===== config.mk =====
export PLATFORM = sky130hd
export DESIGN_NAME = muldiv_sequencer
export DESIGN_NICKNAME = d
export VERILOG_FILES = /design/src/rtl/muldiv_sequencer.sv
export SDC_FILE = /design/constraint.sdc
export NUM_CORES = 1
export LEC_CHECK = 0
export ABC_AREA = 1
export BUFFER_PORTS_ARGS = -buffer_cell sky130_fd_sc_hd__buf_2
export CORE_MARGIN = 3
export CORE_UTILIZATION = 45
export DETAILED_ROUTE_END_ITERATION = 12
export GPL_ROUTABILITY_DRIVEN = 0
export PLACE_DENSITY = 0.7
export SYNTH_ARGS = -nofsm -noshare
export SYNTH_HDL_FRONTEND = slang
export SYNTH_SLANG_ARGS = --single-unit

===== constraint.sdc =====
create_clock -name clk -period 3.4 [get_ports clk]
set_input_delay 0.17 -clock clk [delete_from_list [all_inputs] [get_ports clk]]
set_output_delay 0.17 -clock clk [all_outputs]
set_load 0.01 [all_outputs]

===== src/rtl/muldiv_sequencer.sv =====
// Sequential MIPS-style HI/LO multiply/divide unit: 32-cycle shift-add multiply and
// restoring divide on magnitudes, with sign fix-up in a final cycle.
// Optional macro MULDIV_DIVZERO_FLAG_EN adds a registered divide-by-zero flag output.
module muldiv_sequencer #(
  parameter int unsigned WIDTH = 32
) (
  input  logic             clk,
  input  logic             rst_n,
  input  logic             start,
  input  logic [1:0]       op,
  input  logic [WIDTH-1:0] data1,
  input  logic [WIDTH-1:0] data2,
  input  logic             hi_we,
  input  logic             lo_we,
  input  logic [WIDTH-1:0] wdata,
  output logic             busy,
  output logic             done,
  output logic [WIDTH-1:0] hi,
  output logic [WIDTH-1:0] lo,
  output logic             div_zero
);

  localparam int unsigned CntW = $clog2(WIDTH + 1);
  localparam logic [CntW-1:0] CntInit = CntW'(WIDTH);

  typedef enum logic [1:0] {StIdle, StCalc, StFix} state_e;

  state_e             state_q;
  logic [CntW-1:0]    cnt_q;
  logic               is_div_q;
  logic               qneg_q;   // product / quotient must be negated
  logic               rneg_q;   // remainder must be negated
  logic [2*WIDTH-1:0] acc_q;    // mult: {partial, multiplier}; div: {remainder, quotient}
  logic [WIDTH-1:0]   b_q;      // mult: multiplicand magnitude; div: divisor magnitude
  logic [WIDTH-1:0]   hi_q, lo_q;
  logic               done_q;

  logic               s1, s2;
  logic [WIDTH-1:0]   mag1, mag2;
  logic [WIDTH:0]     mul_sum, div_sh, div_diff;
  logic [2*WIDTH-1:0] acc_step, prod_fix;
  logic [WIDTH-1:0]   q_fix, r_fix, res_hi, res_lo;
  logic               dz;

  // Operand magnitudes at latch time; op[0]=1 selects the unsigned variants.
  always_comb begin
    s1   = ~op[0] & data1[WIDTH-1];
    s2   = ~op[0] & data2[WIDTH-1];
    mag1 = s1 ? (~data1 + 1'b1) : data1;
    mag2 = s2 ? (~data2 + 1'b1) : data2;
  end

  // One multiply or divide iteration on the accumulator.
  always_comb begin
    mul_sum  = {1'b0, acc_q[2*WIDTH-1:WIDTH]} + (acc_q[0] ? {1'b0, b_q} : '0);
    div_sh   = acc_q[2*WIDTH-1:WIDTH-1];
    div_diff = div_sh - {1'b0, b_q};
    if (is_div_q) begin
      if (!div_diff[WIDTH]) begin
        acc_step = {div_diff[WIDTH-1:0], acc_q[WIDTH-2:0], 1'b1};
      end else begin
        acc_step = {div_sh[WIDTH-1:0], acc_q[WIDTH-2:0], 1'b0};
      end
    end else begin
      acc_step = {mul_sum, acc_q[WIDTH-1:1]};
    end
  end

  // Sign correction of the finished magnitudes; a zero divisor forces an all-ones quotient
  // and leaves the dividend (re-signed) as remainder.
  always_comb begin
    dz       = is_div_q & (b_q == '0);
    prod_fix = qneg_q ? (~acc_q + 1'b1) : acc_q;
    q_fix    = qneg_q ? (~acc_q[WIDTH-1:0] + 1'b1) : acc_q[WIDTH-1:0];
    r_fix    = rneg_q ? (~acc_q[2*WIDTH-1:WIDTH] + 1'b1) : acc_q[2*WIDTH-1:WIDTH];
    if (is_div_q) begin
      res_hi = r_fix;
      res_lo = dz ? '1 : q_fix;
    end else begin
      res_hi = prod_fix[2*WIDTH-1:WIDTH];
      res_lo = prod_fix[WIDTH-1:0];
    end
  end

`ifdef MULDIV_DIVZERO_FLAG_EN
  logic div_zero_q;

  // Flag accompanies the done pulse of a divide by zero.
  always_ff @(posedge clk or negedge rst_n) begin
    if (!rst_n) begin
      div_zero_q <= 1'b0;
    end else begin
      div_zero_q <= (state_q == StFix) & dz;
    end
  end

  assign div_zero = div_zero_q;
`else
  assign div_zero = 1'b0;
`endif

  // Control FSM with datapath registers and registered HI/LO/done.
  always_ff @(posedge clk or negedge rst_n) begin
    if (!rst_n) begin
      state_q  <= StIdle;
      cnt_q    <= '0;
      is_div_q <= 1'b0;
      qneg_q   <= 1'b0;
      rneg_q   <= 1'b0;
      acc_q    <= '0;
      b_q      <= '0;
      hi_q     <= '0;
      lo_q     <= '0;
      done_q   <= 1'b0;
    end else begin
      done_q <= 1'b0;
      unique case (state_q)
        StIdle: begin
          if (hi_we) hi_q <= wdata;
          if (lo_we) lo_q <= wdata;
          if (start) begin
            is_div_q <= op[1];
            qneg_q   <= s1 ^ s2;
            rneg_q   <= s1;
            acc_q    <= op[1] ? {{WIDTH{1'b0}}, mag1} : {{WIDTH{1'b0}}, mag2};
            b_q      <= op[1] ? mag2 : mag1;
            cnt_q    <= CntInit;
            state_q  <= StCalc;
          end
        end
        StCalc: begin
          acc_q <= acc_step;
          cnt_q <= cnt_q - 1'b1;
          if (cnt_q == CntW'(1)) state_q <= StFix;
        end
        StFix: begin
          hi_q    <= res_hi;
          lo_q    <= res_lo;
          done_q  <= 1'b1;
          state_q <= StIdle;
        end
        default: state_q <= StIdle;
      endcase
    end
  end

  assign busy = (state_q != StIdle);
  assign done = done_q;
  assign hi   = hi_q;
  assign lo   = lo_q;

endmodule

==> results.sh <==
export IMPL_status="complete, no violations"
export IMPL_grt_overflow=0
export IMPL_startpoint_type="flop"
export IMPL_synth_ff_latch_count=172
export IMPL_wl_per_cell_um=19.4
export IMPL_crit_required_ps=3790
export IMPL_top_layer_used="met5"
export IMPL_grt_pass1_vias=20200
export IMPL_ys_seq_area_frac=0.237
export IMPL_drive_above_1_share=0.0932
export IMPL_p_per_area_nw_per_um2=225
export IMPL_firstDrtPassIters=6
export IMPL_worst_slew_pin_slew_ps=931
export IMPL_grt_first_pass_wirelength_mm=112
export IMPL_syn_instance_count=3115
export IMPL_cts_buffer_depth=2
export IMPL_synth_area_sq_um=18100
export IMPL_syn_avg_cell_area_sq_um=5.82
export IMPL_synth_area_top_cells="dfrtp_1, nand2_1, nand3_1"
export IMPL_io_buffers=168
export IMPL_initial_core_util=0.463
export IMPL_met1_length_mm=29.7
export IMPL_cts_tree="done"
export IMPL_cts_made_buffers=17
export IMPL_hold_viol=0
export IMPL_antenna_found_initial=4
export IMPL_leakagePower_uw=0.0108
export IMPL_fmax_mhz=337
export IMPL_period_needed_ps=2960
export IMPL_drc_errors=0
export IMPL_num_antenna_cells=0
export IMPL_max_stage_delay_ps=490
export IMPL_yosys_area_share_simple=0.410
export IMPL_vias=22200
export IMPL_design_die_area_sq_um=42700
export IMPL_htreeDepth=4
export IMPL_slew_viol_final=0
export IMPL_skew_ps=16.6
export IMPL_synth_edff_count=0
export IMPL_coreArea_sq_um=39200
export IMPL_nFillCells=4112
export IMPL_clk_insertion_delay_late_ps=460
export IMPL_yosysTopAreaCell="dfrtp_1"
export IMPL_dr_wl_met2_mm=30.4
export IMPL_grt_total_usage=0.336
export IMPL_cpMostUsedCell="nand2_1"
export IMPL_die_x_um=207
export IMPL_synth_xor_area_frac=0.0304
export IMPL_nets=3423
export IMPL_fin_tns_setup_ps=0
export IMPL_multiInputGateArea_sq_um=11800
export IMPL_antenna_left=0
export IMPL_met3WireLength_mm=8.62
export IMPL_top_level_ports=170
export IMPL_yosysUniqueCellTypes=57
export IMPL_path_clk_slew_ps=80
export IMPL_power_uw=4550
export IMPL_ys_flop_type="dfrtp_1"
export IMPL_area_growth_pct=11.5
export IMPL_rsz0062_at_grt="false"
export IMPL_maxCapViolCount=0
export IMPL_ys_top_cells_by_count="nand2_1, inv_1, nor2_1"
export IMPL_fin_crit_sh=0.871
export IMPL_regArea_sq_um=4310
export IMPL_slowest_stage="nand2_2"
export IMPL_worstSetupPathType="flop to flop"
export IMPL_crit_fanout=30
export IMPL_vdd_ir_drop_max_mv=0.314
export IMPL_grt_max_degree=89
export IMPL_clock_sinks=172
export IMPL_hpwl_mm=59.0
export IMPL_async_flop_share=1.00
export IMPL_die_h_um=207
export IMPL_critPathTopFamily="simple AND/OR/NAND/NOR gates"
export IMPL_setup_viol_count_final=0
export IMPL_clock_tree_root_cell="clkbuf_16"
export IMPL_synthMostInstantiatedCell="nand2_1"
export IMPL_cp_num_buf_inv=2
export IMPL_synth_top_family_by_area="simple AND/OR/NAND/NOR gates"
export IMPL_muxShareOfSynthArea=0.00110
export IMPL_rows=72
export IMPL_synth_compound_gate_area_share=0.159
export IMPL_synth_top_cell_area_share=0.237
export IMPL_first_iter_violations=2662
export IMPL_synth_fa_ha_area_frac=0.0505
export IMPL_cp_cell_sequence="inv_1 -> ha_1 -> fa_1 -> inv_1 -> nand2_1 -> nand2_1 -> nand3_1 -> nand2_2 -> nand2_1 -> nand2_2 -> nand2_2 -> nand2_2 -> nand2_1 -> nand2_2 -> nand3_1 -> nand3_1 -> nand2_1 -> nand2_1"
export IMPL_routed_wirelength_mm=73.2
export IMPL_cts_resized=0
export IMPL_avgViaCountPerCell=5.86
export IMPL_syn_nets=3290
export IMPL_maxSlewHeadroom=0.376
export IMPL_arrival_ps=3350
export IMPL_hold_class="primary input to flop"
export IMPL_ys_warn_count=0
export IMPL_endpoint_kind="flop"
==> metrics by stage <==
| step | hold slack (ps) | area [sq um] | util | cells | worst slack [ps] |
|---|---|---|---|---|---|
| 2_1_floorplan | -126 | 18100 | - | 3115 | 897 |
| 3_3_place_gp | 324 | 19600 | 0.499 | 3743 | 530 |
| 3_5_place_dp | 325 | 19600 | 0.499 | 3743 | 500 |
| 4_1_cts | 5.37 | 20200 | 0.516 | 3779 | 480 |
| 5_1_grt | 16.4 | 20200 | 0.516 | 3779 | 209 |
| 6_report | 17.3 | 20200 | 0.516 | 3779 | 437 |
==> cells by family after synthesis <==
family,count (synthesis)
AO/OA/AOI/OAI,520
XOR/XNOR,63
adder cells (fa/ha/maj),72
buffers and inverters,518
flip-flops,172
multiplexers,2
other,1
AND/OR/NAND/NOR,1767
==> state kept, by name, indices dropped and copies added (netlist names) <==
register	count
qneg_q	1
acc_q	64
rneg_q	1
state_q	2
cnt_q	6
hi	32
done	1
is_div_q	1
b_q	32
lo	32
==> path summary, 6_finish.rpt <==
kind / slack, ps / depth (start not counted) / endpoint / start
worst min register to register: 490 / 2 / lo[18]$_DFFE_PN0P_ / lo[18]$_DFFE_PN0P_
worst min-delay path: 20 / 3 / lo[0]$_DFFE_PN0P_ / wdata[0]
min in group asynchronous: 350 / 2 / hi[29]$_DFFE_PN0P_ / rst_n
worst max register to register: 440 / 18 / acc_q[59]$_DFFE_PN0P_ / acc_q[31]$_DFFE_PN0P_
max in group asynchronous: 2020 / 3 / acc_q[52]$_DFFE_PN0P_ / rst_n
worst max-delay path: 440 / 18 / acc_q[59]$_DFFE_PN0P_ / acc_q[31]$_DFFE_PN0P_
==> placed cells by master, fill, tap and decap left out, drive strengths merged, types with 6 or more instances in the layout <==
cell	Yosys	final
a21boi	12	12
a21o	6	6
a21oi	220	220
a22oi	14	14
a31oi	18	18
buf	31	218
clkbuf	77	17
clkinv	5	11
dfrtp	172	172
ha	70	70
inv	405	414
nand2	949	949
nand3	340	340
nand3b	15	15
nand4	46	46
nor2	362	362
nor3	30	30
o211ai	31	31
o21ai	191	191
o21bai	6	6
o221ai	10	10
or2	13	13
xnor2	22	22
xor2	41	41
==> layer usage <==
layer	up-vias	GRT usage
met4	8	0.170
met1	10200	0.463
met3	255	0.0709
met2	1368	0.497
li1	10400	-
met5	-	0
==> worst reg2reg max path, stage by stage, from the launching register on <==
cell and delay, ps:
dfrtp_1 420, inv_1 110, ha_1 240, fa_1 410, inv_1 90, nand2_1 50, nand2_1 70, nand3_1 80
nand2_2 130, nand2_1 80, nand2_2 90, nand2_2 70, nand2_2 80, nand2_1 70, nand2_2 490, nand3_1 210
nand3_1 120, nand2_1 60, nand2_1 60
==> area by class of cell <==
type / instances / share of cell area
tap: 518 / 0.0321
sequential: 172 / 0.213
clock inverter: 15 / 0.00916
multi-input combinational: 2425 / 0.586
clock buffer: 17 / 0.0210
inverter: 410 / 0.0761
timing repair buffer: 222 / 0.0631
==> timing repair <==
item                      CTS  global route
buffers inserted            0             0
hold buffers                4             0
hold endpoints to repair   90             0
==> power breakdown <==
| group | total, uW | internal [uW] | switching [uW] |
|---|---|---|---|
| clock network | 2050 | 1010 | 1050 |
| logic | 451 | 129 | 321 |
| registers | 2040 | 2040 | 0 |
(Power assumes the default switching activity.)
